**config.mk**
```make
export PLATFORM = sky130hd
export DESIGN_NAME = div_unit
export DESIGN_NICKNAME = d
export VERILOG_FILES = /design/src/rtl/cpu_pkg.sv /design/src/rtl/div_unit.sv
export SDC_FILE = /design/constraint.sdc
export NUM_CORES = 1
export LEC_CHECK = 0
export BUFFER_PORTS_ARGS = -buffer_cell sky130_fd_sc_hd__buf_2
export CORE_MARGIN = 1
export CORE_UTILIZATION = 54
export DETAILED_ROUTE_END_ITERATION = 10
export PLACE_DENSITY_LB_ADDON = 0.05
export SKIP_LAST_GASP = 1
export SLEW_MARGIN = 10
export SYNTH_ARGS = -nofsm -noshare
export SYNTH_HDL_FRONTEND = slang
export SYNTH_SLANG_ARGS = --single-unit
```
**constraint.sdc**
```tcl
create_clock -name clk -period 3.16 [get_ports clk]
set_input_delay 0.632 -clock clk [delete_from_list [all_inputs] [get_ports clk]]
set_output_delay 0.632 -clock clk [all_outputs]
set_load 0.01 [all_outputs]
```
**src/rtl/cpu_pkg.sv**
```systemverilog
// Shared CPU definitions: data width, divider state encoding and divider latency
// used by the control unit's wait logic.
package cpu_pkg;

    localparam int DATA_WIDTH  = 32;
    localparam int DIV_LATENCY = DATA_WIDTH + 2;

    typedef enum logic [1:0] {
        DIV_IDLE  = 2'd0,
        DIV_INIT  = 2'd1,
        DIV_ITER  = 2'd2,
        DIV_FIXUP = 2'd3
    } div_state_t;

endpackage

```
**src/rtl/div_unit.sv**
```systemverilog
// Multicycle signed restoring divider: one quotient bit per cycle on magnitudes,
// signs applied in FIXUP. Done reported by a one-cycle div_stop pulse.
module div_unit
    import cpu_pkg::*;
#(
    parameter int WIDTH = DATA_WIDTH
) (
    input  logic             clk,
    input  logic             reset,
    input  logic             div_start,
    input  logic [WIDTH-1:0] dividend,
    input  logic [WIDTH-1:0] divisor,
    output logic [WIDTH-1:0] hi_out,
    output logic [WIDTH-1:0] lo_out,
    output logic             div_stop,
    output logic             div_zero,
    output logic             busy
);

    localparam int CNT_W = $clog2(WIDTH);

    div_state_t       state, state_nxt;
    logic [WIDTH-1:0] dvd_r, dvs_r, dvs_mag, quo;
    logic [WIDTH:0]   rem;
    logic             q_neg, r_neg;
    logic [CNT_W-1:0] cnt;

    logic [WIDTH:0]   shifted;
    logic [WIDTH+1:0] trial;

    // Extra top bit of trial acts as the borrow: set means shifted < |divisor|.
    assign shifted = {rem[WIDTH-1:0], quo[WIDTH-1]};
    assign trial   = {1'b0, shifted} - {2'b0, dvs_mag};
    assign busy    = (state != DIV_IDLE);

    always_ff @(posedge clk) begin
        if (reset) state <= DIV_IDLE;
        else       state <= state_nxt;
    end

    always_comb begin
        state_nxt = state;
        case (state)
            DIV_IDLE:  if (div_start) state_nxt = DIV_INIT;
            DIV_INIT:  state_nxt = (dvs_r == '0) ? DIV_IDLE : DIV_ITER;
            DIV_ITER:  if (cnt == CNT_W'(WIDTH - 1)) state_nxt = DIV_FIXUP;
            DIV_FIXUP: state_nxt = DIV_IDLE;
            default:   state_nxt = DIV_IDLE;
        endcase
    end

    always_ff @(posedge clk) begin
        if (reset) begin
            dvd_r    <= '0;
            dvs_r    <= '0;
            dvs_mag  <= '0;
            quo      <= '0;
            rem      <= '0;
            q_neg    <= 1'b0;
            r_neg    <= 1'b0;
            cnt      <= '0;
            hi_out   <= '0;
            lo_out   <= '0;
            div_stop <= 1'b0;
            div_zero <= 1'b0;
        end else begin
            div_stop <= 1'b0;
            case (state)
                DIV_IDLE: begin
                    if (div_start) begin
                        dvd_r    <= dividend;
                        dvs_r    <= divisor;
                        div_zero <= 1'b0;
                    end
                end
                DIV_INIT: begin
                    if (dvs_r == '0) begin
                        div_zero <= 1'b1;
                        div_stop <= 1'b1;
                    end else begin
                        // Magnitudes are unsigned, so |INT_MIN| stays 2^(WIDTH-1).
                        quo     <= dvd_r[WIDTH-1] ? -dvd_r : dvd_r;
                        dvs_mag <= dvs_r[WIDTH-1] ? -dvs_r : dvs_r;
                        rem     <= '0;
                        q_neg   <= dvd_r[WIDTH-1] ^ dvs_r[WIDTH-1];
                        r_neg   <= dvd_r[WIDTH-1];
                        cnt     <= '0;
                    end
                end
                DIV_ITER: begin
                    if (!trial[WIDTH+1]) begin
                        rem <= trial[WIDTH:0];
                        quo <= {quo[WIDTH-2:0], 1'b1};
                    end else begin
                        rem <= shifted;
                        quo <= {quo[WIDTH-2:0], 1'b0};
                    end
                    cnt <= cnt + 1'b1;
                end
                DIV_FIXUP: begin
                    lo_out   <= q_neg ? -quo : quo;
                    hi_out   <= r_neg ? -rem[WIDTH-1:0] : rem[WIDTH-1:0];
                    div_stop <= 1'b1;
                end
                default: ;
            endcase
        end
    end

endmodule

```
Yosys cells after proc, flatten, opt, wreduce, memory -nomap -nowiden. Index checks and enable logic that the tools add are counted.

Register bits: 235.

Reductions and logical operators: 10. $add $sub $neg: 6. Muxes and demuxes: 21. Equal/unequal tests: 8. Bitwise operators: 2.

Operators by type and width (count): $mux W32 (7); $neg A32 Y32 (4); $pmux W32 S2 (2); $sub A33 B32 Y34 (1); $logic_not A32 Y1 (1); $pmux W5 S2 (1); $ne A2 B2 Y1 const B (4); $pmux W2 S4 (1); $reduce_and A2 Y1 (4); $mux W2 (3); $reduce_bool A2 Y1 (3); $add A5 B1 Y5 const B (1); $eq A5 B5 Y1 const B (1); $mux W5 (1); $eq A2 B2 Y1 const B (2); $mux W1 (4); $pmux W1 S2 (2); $reduce_and A3 Y1 (1); $eq A2 B1 Y1 const B (1); $logic_not A2 Y1 (1); $not A1 Y1 (1); $xor A1 B1 Y1 (1).

Longest topological paths before layout. Gate-level depths: netlist of run 1.

Depth in word-level cells: 4. Depth in mapped cells: 14. Mapped depth without buffers: 11.

Worst setup path before layout of run 1. OpenSTA, ideal clock, no wires.

Path type: register -> register. Start: register dvs_r[8]. End: register rem[24]. Required time: 3.073 ns. Library setup time: 0.087 ns. Stages on the path, launching flop included: 12. Clock period less this slack: 3.266 ns. Data arrival time: 3.179 ns. Setup slack: -0.106 ns. Cells stage by stage: dfxtp_1 or4_4 or4_4 or4_1 buf_2 o41a_1 and2_1 buf_4 nor3_4 buf_4 a32oi_1 o31ai_1.

Cells in the longest elaborated chain, start to end: 3.

Ends and longest elaborated chain: start, declared (RTL line div_unit.sv:23) `logic [WIDTH-1:0] dvd_r, dvs_r, dvs_mag, quo;`; start signal, assigned (RTL line div_unit.sv:72) `dvs_r <= divisor;`; $logic_not A32 Y1 (RTL line div_unit.sv:77) `if (dvs_r == '0) begin`; $ne A2 B2 Y1 (no line); $reduce_and A2 Y1 (no line); end signal, assigned (RTL line div_unit.sv:92) `rem <= trial[WIDTH:0];`; end signal, assigned (RTL line div_unit.sv:95) `rem <= shifted;`; end, declared (RTL line div_unit.sv:24) `logic [WIDTH:0] rem;`.

Every way passes these cells. A chain may end at the register's enable or synchronous reset.

Worst setup path after layout of run 1.
Start: register dvs_r[11]. End: register quo[21].

Cells in the longest elaborated chain, start to end: 3.

Ends and longest elaborated chain: $logic_not A32 Y1 (RTL line div_unit.sv:77); $ne A2 B2 Y1 (no line); $reduce_and A2 Y1 (no line); end signal, assigned (RTL line div_unit.sv:82) `quo <= dvd_r[WIDTH-1] ? -dvd_r : dvd_r;`; end signal, assigned (RTL line div_unit.sv:93) `quo <= {quo[WIDTH-2:0], 1'b1};`; end signal, assigned (RTL line div_unit.sv:96) `quo <= {quo[WIDTH-2:0], 1'b0};`; end, declared (RTL line div_unit.sv:23).

Every way passes these cells.

==> results of run 1 <==
critical path: stages (launching register included):
cell and delay (ns):
dfxtp_2 0.32, or4_4 0.54, or4_4 0.45, or4_4 0.53
o41a_1 0.38, and2_4 0.21, nor3_4 0.15, buf_6 0.18
buf_12 0.14, a22oi_2 0.07, o21ai_1 0.12
metal layers:
layer | GRT usage (%) | part of all wire, % | up-vias | routed length, um
li1 | - | - | 6113 | -
met1 | 42.8 | 51 | 5554 | 17900
met2 | 39.8 | 41 | 374 | 14200
met3 | 3.08 | 6.1 | 56 | 2120
met4 | 6.63 | 2.3 | 0 | 794
met5 | 0 | 0 | - | 0
cell usage after synthesis, drive strengths merged, types with 5 or more instances:
| master | number |
|---|---|
| a221oi | 6 |
| nor3 | 16 |
| o211ai | 13 |
| o21ai | 105 |
| nor2b | 9 |
| or2 | 8 |
| o21a | 8 |
| dfxtp | 235 |
| xnor2 | 47 |
| a211oi | 94 |
| clkbuf | 98 |
| inv | 52 |
| xor2 | 92 |
| nand2 | 271 |
| or4 | 22 |
| o41ai | 22 |
| a32oi | 17 |
| a21oi | 143 |
| and3 | 6 |
| o31ai | 36 |
| nor4 | 8 |
| nand4 | 5 |
| mux2i | 21 |
| and2 | 8 |
| a22oi | 15 |
| or3 | 12 |
| nand3 | 20 |
| buf | 15 |
| ha | 38 |
| nor2 | 142 |
per-stage QoR:
step                      total power [mW]  area [sq um]  setup slack, ns
after floorplan                       4.75         12800          -0.0224
after global placement                5.39         14200           0.0414
after detailed placement              5.41         14200         -0.00794
after CTS                             8.45         15100          -0.0101
after global routing                  8.92         15300          -0.0839
final                                 8.52         15300          -0.0154
final timing paths:
kind | from | endpoint | slack, ns | depth (start not counted)
max reg2reg | dvs_r[11] | quo[21] | -0.02 | 10
min reg2reg | lo_out[0] | lo_out[0] | 0.45 | 2
max | dvs_r[11] | quo[21] | -0.02 | 10
min | dividend[13] | dvd_r[13] | 0.32 | 3
cell families after synthesis:
group                    synth area share, %
AO/OA/AOI/OAI                           24.9
XOR/XNOR                                9.50
adder cells (fa/ha/maj)                 3.86
buffers and inverters                   5.05
flip-flops                              36.7
multiplexers                            1.73
AND/OR/NAND/NOR                         18.3
area by class of cell:
type | count | share of cell area [%]
Clock buffer | 40 | 5.12
Clock inverter | 5 | 0.408
Inverter | 52 | 1.27
Multi-Input combinational cell | 1234 | 49.8
Sequential cell | 235 | 30.7
Tap cell | 319 | 2.60
Timing Repair Buffer | 229 | 10.2
timing repair:
action,4_1_cts,5_1_grt
buffers inserted,2,3
hold endpoints to repair,0,0
gates cloned,1,6
setup endpoints to repair,21,69
pin swaps,1,14
resized for setup,3,39
power by group:
group	switching (mW)	internal, mW	total (mW)
clock network	1.24	1.79	3.03
logic	1.31	0.911	2.22
registers	0.163	3.12	3.28
state kept, by name, summed over array words and instances (netlist names), named ones only:
name and cells:
lo_out 32, r_neg 1, dvs_r 32, cnt 5, dvs_mag 32, rem 32, state 1, q_neg 1
div_zero 1, quo 32, hi_out 32, dvd_r 32, div_stop 1
==> impl_metrics.tcl, run 1 <==
set metrics [dict create \
    status "complete, but fails checks" \
    violations "negative setup slack" \
    syn_area_sq_um 12800 \
    totalWireLength_um 35000 \
    synthFlopType "dfxtp_1" \
    place.gp.congestion 0.919 \
    multi_input_area_sq_um 7630 \
    diodes 0 \
    rows 56 \
    cp-end-kind "register" \
    worst_pin_slew_ns 1.06 \
    synth_cell_types 62 \
    critPathKind "reg2reg" \
    clock_sinks 235 \
    crit_path_max_fanout 6 \
    critPathLaunchType "register" \
    setup_viol 8 \
    seq_area_sq_um 4710 \
    firstDrtPassIters 5 \
    synth_edf_count 0 \
    antenna_left 0 \
    h-tree-depth 1 \
    dp_hpwl_um 24700 \
    finalHoldViolations 0 \
    cts_tree "done" \
    antenna_found_initial 0 \
    io_pins 134 \
    fin_worst_skew_ns 0.0180 \
    p_per_area_nw_per_um2 556 \
    netlist_top_cells_area "dfxtp_1, nand2_1, xor2_1" \
    fmax_mhz 315 \
    vdd_drop_max_v 0.000388 \
    drt_iter0_markers 954 \
    rsz0062_at_grt "true" \
    synth_nets 1739 \
    final_core_util_pct 65.5 \
    layout.cells.non_filler 2114 \
    clk_pin_slew_worst_paths_ns 0.06 \
    hold_slack_ns 0.321 \
    vias 12100 \
    route.detailed.drc 0 \
    min_path_type "in2reg" \
    ys_warn_count 0 \
    core_sq_um 23400 \
    final_nets 1885 \
    syn_area_per_cell_sq_um 7.85 \
    final_common_cell "nand2_1" \
    worst_slack_ns -0.0154 \
    areaGrowthSynthToFinish_pct 19.6 \
    seq_area_frac_synth_pct 36.7 \
    grt_overflow 0 \
    die_y_um 156 \
    max_slew_margin_pct 29.3 \
    cp.required_ns 3.63 \
    root_buffer "clkbuf_16" \
    netlist_instances 1633 \
    vias_per_cell 5.72 \
    grt_pass1_wl_um 54500 \
    routedWlPerCell_um 16.6 \
    yosysTopAreaCell "dfxtp_1" \
    die_w_um 156 \
    async_flop_share_pct 0 \
    leakage_nw 6.12 \
    numPortBuffers 133 \
    slew_viol_final 0 \
    die-area_sq_um 24400 \
    cts_hold_buf 0 \
    worstPathArrival_ns 3.64 \
    final.setup.tns_ns -0.0685 \
    start_util_pct 54.8 \
    min_period_ns 3.18 \
    clk-insertion-delay-late_ns 0.55 \
    dp.cells 2057 \
    ctsLongestPathBuffers 3 \
    grt_usage_pct 27.5 \
    grt_pass1_vias 10500 \
    drive_gt1_share_pct 17.6 \
    period_share_pct 100 \
    final_cell_mix "nand2_1, dfxtp_1, a21oi_1, nor2_1, buf_2" \
    synthDominantCellAreaShare_pct 36.7 \
    ys_ff_latch 235 \
    fillers 2117 \
    grt_max_degree 82 \
    cap_viol_max_count 0 \
    numCtsBuffers 27 \
]
(Power assumes the default switching activity.)
==> run 2: changes to the inputs <==
- GPL_TIMING_DRIVEN: unset -> 0
- clock period: 3.16 -> 2.66 ns (I/O delays scaled with it)
==> run 2 against run 1 <==
Cell area rose by 6.8%. The flow still finishes with violations (negative setup slack). Die area unchanged. Core utilization is 4.4 points higher. Clock skew up 0.0056 ns. Non-clock buffer count is 55 higher. Global-route usage rose by 3.0 points. Via count up 3.8%.
==> impl_metrics.tcl, run 2 (same netlist as run 1, synthesis figures left out) <==
set metrics [dict create \
    cts_tree "done" \
    grt_overflow 0 \
    r2r_start "dvs_r[11]" \
    clock_sinks 235 \
    min_path_type "in2reg" \
    numPortBuffers 132 \
    final_core_util_pct 70.0 \
    grt_pass1_wl_um 58900 \
    grt_max_degree 14 \
    ctsLongestPathBuffers 3 \
    cp.required_ns 3.14 \
    clk-insertion-delay-late_ns 0.55 \
    critPathLaunchType "register" \
    antenna_left 0 \
    multi_input_area_sq_um 8320 \
    core_sq_um 23400 \
    max_slew_margin_pct 41.6 \
    die-area_sq_um 24400 \
    worst_pin_slew_ns 0.876 \
    route.detailed.drc 0 \
    p_per_area_nw_per_um2 636 \
    total_power_mw 10.4 \
    antenna_found_initial 0 \
    areaGrowthSynthToFinish_pct 27.7 \
    place_area_sq_um 14000 \
    drt_iter0_markers 1014 \
    min_period_ns 3.27 \
    period_share_pct 123 \
    crit_slowest_cell "or4_4" \
    crit_path_max_fanout 5 \
    violations "negative setup slack" \
    whs_path_depth 3 \
    layout.cells.non_filler 2168 \
    stdcell_area_sq_um 16400 \
    cap_viol_max_count 0 \
    finalHoldViolations 0 \
    final_nets 1938 \
    sequentialPowerShare_pct 37.7 \
    path_cells "or4_4 > or4_4 > or4_4 > o41a_1 > and2_4 > nor3_4 > clkbuf_16 > clkbuf_16 > a32oi_1 > nand2_1" \
    p_sw_share_pct 33.0 \
    grt_usage_pct 30.5 \
    final_common_cell "nand2_1" \
    io_pins 134 \
    leakage_nw 6.30 \
    h-tree-depth 1 \
    pwr-share-comb_pct 28.6 \
    reg2reg_to "rem[20]" \
    slew_viol_final 0 \
    min_from "dividend[14]" \
    cp-end-kind "register" \
    diodes 0 \
    die_y_um 156 \
    critPathKind "reg2reg" \
    cp_slowest_stage_delay_ns 0.53 \
    grt_pass1_vias 11000 \
    start_util_pct 54.8 \
    routedWlPerCell_um 17.9 \
    fillers 2018 \
    cp_common_cell "or4_4" \
    pwr-share-clk_pct 33.7 \
    fin_worst_skew_ns 0.0236 \
    final_cell_mix "nand2_1, dfxtp_1, buf_2, a21oi_1, nor2_1" \
    seq_area_sq_um 4740 \
    vdd_drop_max_v 0.000470 \
    status "complete, but fails checks" \
    p_sw_mw 3.43 \
    root_buffer "clkbuf_16" \
    firstDrtPassIters 5 \
    r2r_cells 10 \
    place.gp.congestion 0.884 \
    rsz0062_at_grt "true" \
    hold_end "dvd_r[14]" \
    drive_gt1_share_pct 22.8 \
    totalWireLength_um 38800 \
    clk_pin_slew_worst_paths_ns 0.06 \
    worst_slack_ns -0.606 \
    path_delay_family "simple AND/OR/NAND/NOR gates" \
    cp_num_buf_inv 2 \
    reg2reg_slack_ns -0.61 \
    cts_hold_buf 0 \
    dp_hpwl_um 27800 \
    numCtsBuffers 26 \
    fmax_mhz 306 \
    worstPathArrival_ns 3.75 \
    die_w_um 156 \
    rows 56 \
    setup_viol 117 \
    p_int_mw 6.99 \
    vias 12600 \
    vias_per_cell 5.79 \
    dp.cells 2084 \
]
run 2: tightest hold or removal path: stages:
cell,delay (ns)
buf_2,0.10
nand2_1,0.04
a21oi_1,0.05
run 2: power by group through the flow:
stage,Sequential (mW),Clock (mW),Combinational (mW)
floorplan,3.92,0,1.77
global placement,3.97,0,2.37
detailed placement,3.98,0,2.39
CTS,3.91,3.55,2.66
global route,3.95,3.70,3.23
finish,3.93,3.51,2.97
run 2: layout make-up:
type / count / area share, %
Multi-Input combinational cell: 1233 / 50.8
Clock buffer: 37 / 4.59
Tap cell: 319 / 2.44
Inverter: 52 / 1.19
Clock inverter: 8 / 0.482
Timing Repair Buffer: 182 / 7.90
Sequential cell: 235 / 28.9
Buffer: 102 / 3.65
run 2: repair_timing:
item                       in CTS  in global routing
setup buffers                  22                 18
setup endpoints to repair     121                123
gates cloned                    5                  8
resized for setup             119                154
pin swaps                      32                 61
run 2: how the worst max path moves through the flow:
stage	from	endpoint	slack (ns)	cells past startpoint
5_1_grt	dvs_r[11]	rem[15]	-0.66	10
3_3_place_gp	rem[25]	rem[23]	-1.23	12
6_report	dvs_r[11]	rem[20]	-0.61	10
4_1_cts	dvs_r[9]	quo[29]	-0.60	11
3_5_place_dp	rem[25]	rem[23]	-1.25	12
2_1_floorplan	dvs_r[11]	quo[30]	-0.52	11
run 2: stage by stage:
stage	setup WS, ns	hold slack (ns)	TNS, ns
after floorplan	-0.519	0.432	-39.02
after global placement	-1.23	0.443	-78.88
after detailed placement	-1.25	0.456	-80.60
after CTS	-0.603	0.206	-51.48
after global routing	-0.662	0.210	-60.79
final	-0.606	0.214	-54.31
run 2: per-layer routing:
layer  track usage [%]  up-vias  wire [um]
li1                  -     6197          -
met1              45.1     5870      18400
met2              46.3      441      16900
met3              4.58       49       2800
met4              7.52        0        686
met5                 0        -          0
==> run 3: changes to the inputs <==
--- a/config.mk
+++ b/config.mk
@@ -13,3 +13,2 @@
 export PLACE_DENSITY_LB_ADDON = 0.05
-export SKIP_LAST_GASP = 1
 export SLEW_MARGIN = 10
==> constraint.sdc (replaced) <==
create_clock -name clk -period 2.66 [get_ports clk]
set_input_delay 0.399 -clock clk [delete_from_list [all_inputs] [get_ports clk]]
set_output_delay 0.399 -clock clk [all_outputs]
set_load 0.01 [all_outputs]
==> run 3 against run 2 <==
The run still ends with negative setup slack left. Wire length up 0.54%. Clock power about the same. Global-route usage about the same. Worst setup slack worse by 0.013 ns. Die area unchanged. First-iteration DRC count up 4.7%. Sequential power about the same. Power up 0.22%. Register-to-register slack about the same. Largest cell class unchanged. Largest power group unchanged.
==> impl_metrics.tcl, run 3 (same netlist as run 1, synthesis figures left out) <==
set metrics [dict create \
    antenna_left 0 \
    numCtsBuffers 26 \
    p_int_mw 6.99 \
    slew_viol_final 0 \
    path_cells "or4_4 > or4_4 > or4_4 > o41a_1 > and2_4 > nor3_4 > clkbuf_16 > buf_16 > a32oi_1 > o21ai_1" \
    r2r_start "dvs_r[11]" \
    clk_pin_slew_worst_paths_ns 0.06 \
    drive_gt1_share_pct 23.1 \
    max_slew_margin_pct 39.3 \
    violations "negative setup slack" \
    multi_input_area_sq_um 8360 \
    sequentialPowerShare_pct 37.7 \
    vias_per_cell 5.75 \
    leakage_nw 6.32 \
    final_common_cell "nand2_1" \
    dp_hpwl_um 27800 \
    p_sw_mw 3.45 \
    grt_pass1_vias 11000 \
    start_util_pct 54.8 \
    grt_overflow 0 \
    critPathLaunchType "register" \
    grt_usage_pct 30.6 \
    clk-insertion-delay-late_ns 0.55 \
    hold_end "dvd_r[14]" \
    diodes 0 \
    place.gp.congestion 0.884 \
    cp.required_ns 3.12 \
    worstPathArrival_ns 3.74 \
    cap_viol_max_count 0 \
    cp_slowest_stage_delay_ns 0.53 \
    rows 56 \
    status "complete, but fails checks" \
    fin_worst_skew_ns 0.0243 \
    rsz0062_at_grt "true" \
    grt_pass1_wl_um 58900 \
    crit_slowest_cell "or4_4" \
    min_path_type "in2reg" \
    ctsLongestPathBuffers 3 \
    whs_path_depth 3 \
    min_from "dividend[14]" \
    antenna_found_initial 0 \
    drt_iter0_markers 1062 \
    pwr-share-clk_pct 33.6 \
    p_sw_share_pct 33.1 \
    grt_max_degree 14 \
    firstDrtPassIters 5 \
    root_buffer "clkbuf_16" \
    final_cell_mix "nand2_1, dfxtp_1, buf_2, a21oi_1, nor2_1" \
    vias 12500 \
    critPathKind "reg2reg" \
    routedWlPerCell_um 18.0 \
    io_pins 134 \
    reg2reg_slack_ns -0.62 \
    worst_slack_ns -0.619 \
    final.setup.tns_ns -54.61 \
    pwr-share-comb_pct 28.7 \
    core_sq_um 23400 \
    fillers 2010 \
    reg2reg_to "rem[16]" \
    min_period_ns 3.28 \
    cp_common_cell "or4_4" \
    finalHoldViolations 0 \
    r2r_cells 10 \
    cts_tree "done" \
    route.detailed.drc 0 \
    areaGrowthSynthToFinish_pct 28.0 \
    h-tree-depth 1 \
    die-area_sq_um 24400 \
    fmax_mhz 305 \
    totalWireLength_um 39000 \
    numPortBuffers 132 \
    period_share_pct 123 \
    worst_pin_slew_ns 0.911 \
    seq_area_sq_um 4740 \
    setup_viol 117 \
    die_w_um 156 \
    vdd_drop_max_v 0.000477 \
    final_nets 1938 \
    clock_sinks 235 \
    die_y_um 156 \
    crit_path_max_fanout 5 \
    cp-end-kind "register" \
    p_per_area_nw_per_um2 636 \
    final_core_util_pct 70.1 \
]
run 3: changes by cell type in the layout (fill, tap and decap cells not counted), moves of 2 or more:
cell	delta
nand2_1	-2
o31ai_2	+2
o21ai_2	+2
nand2_4	+3
o31ai_1	-2
run 3: area by class of cell:
type	count	share of cell area, %
multi-input cells	1233	50.9
flip-flops and latches	235	28.9
repair buffers	182	7.88
clock buffers	37	4.58
plain buffers	102	3.64
well taps	319	2.43
inverters	52	1.19
clock inverters	8	0.480
run 3: timing repair:
item | CTS | global route
setup buffers | 22 | 18
endpoints found under the setup margin | 121 | 123
hold buffers | 0 | 0
resized for setup | 127 | 157
cloned | 5 | 8
endpoints found under the hold margin | 0 | 0
pin swaps | 33 | 67
run 3: how the worst max path moves through the flow:
stage	start	to	cells past startpoint
4_1_cts	dvs_r[9]	quo[29]	11
3_3_place_gp	rem[25]	rem[23]	12
6_report	dvs_r[11]	rem[16]	10
5_1_grt	dvs_r[11]	rem[15]	10
3_5_place_dp	rem[25]	rem[23]	12
2_1_floorplan	dvs_r[11]	quo[30]	11
run 3: metrics by stage:
step	worst slack [ns]	cell area, sq um	std cells	power, mW	hold WS [ns]
floorplan	-0.519	12900	1633	5.69	0.432
global placement	-1.23	14000	2084	6.33	0.443
detailed placement	-1.25	14000	2084	6.37	0.456
CTS	-0.603	15500	2148	10.1	0.0731
global route	-0.662	16400	2168	10.9	0.0766
finish	-0.619	16400	2168	10.4	0.0816
run 3: layer usage:
layer,global-route usage (%),vias to the layer above,wire length (um)
met5,0,-,0
met4,7.52,0,688
met3,4.58,46,2730
met2,46.4,406,17200
met1,45.0,5817,18400
li1,-,6197,-
run 3: power groups by stage:
stage	sequential [mW]	combinational, mW	clock, mW
CTS	3.91	2.66	3.55
detailed placement	3.98	2.39	0
finish	3.93	3.00	3.51
global route	3.96	3.24	3.70
floorplan	3.92	1.77	0
global placement	3.97	2.37	0
run 3: worst max-delay path: cells and delay by family, from the launching register on:
family	cells	cell delay [ns]
and+or+nand+nor	5	2.00
AOI/OAI and AO/OA	3	0.53
buffers and inverters	2	0.35
DFF	1	0.32
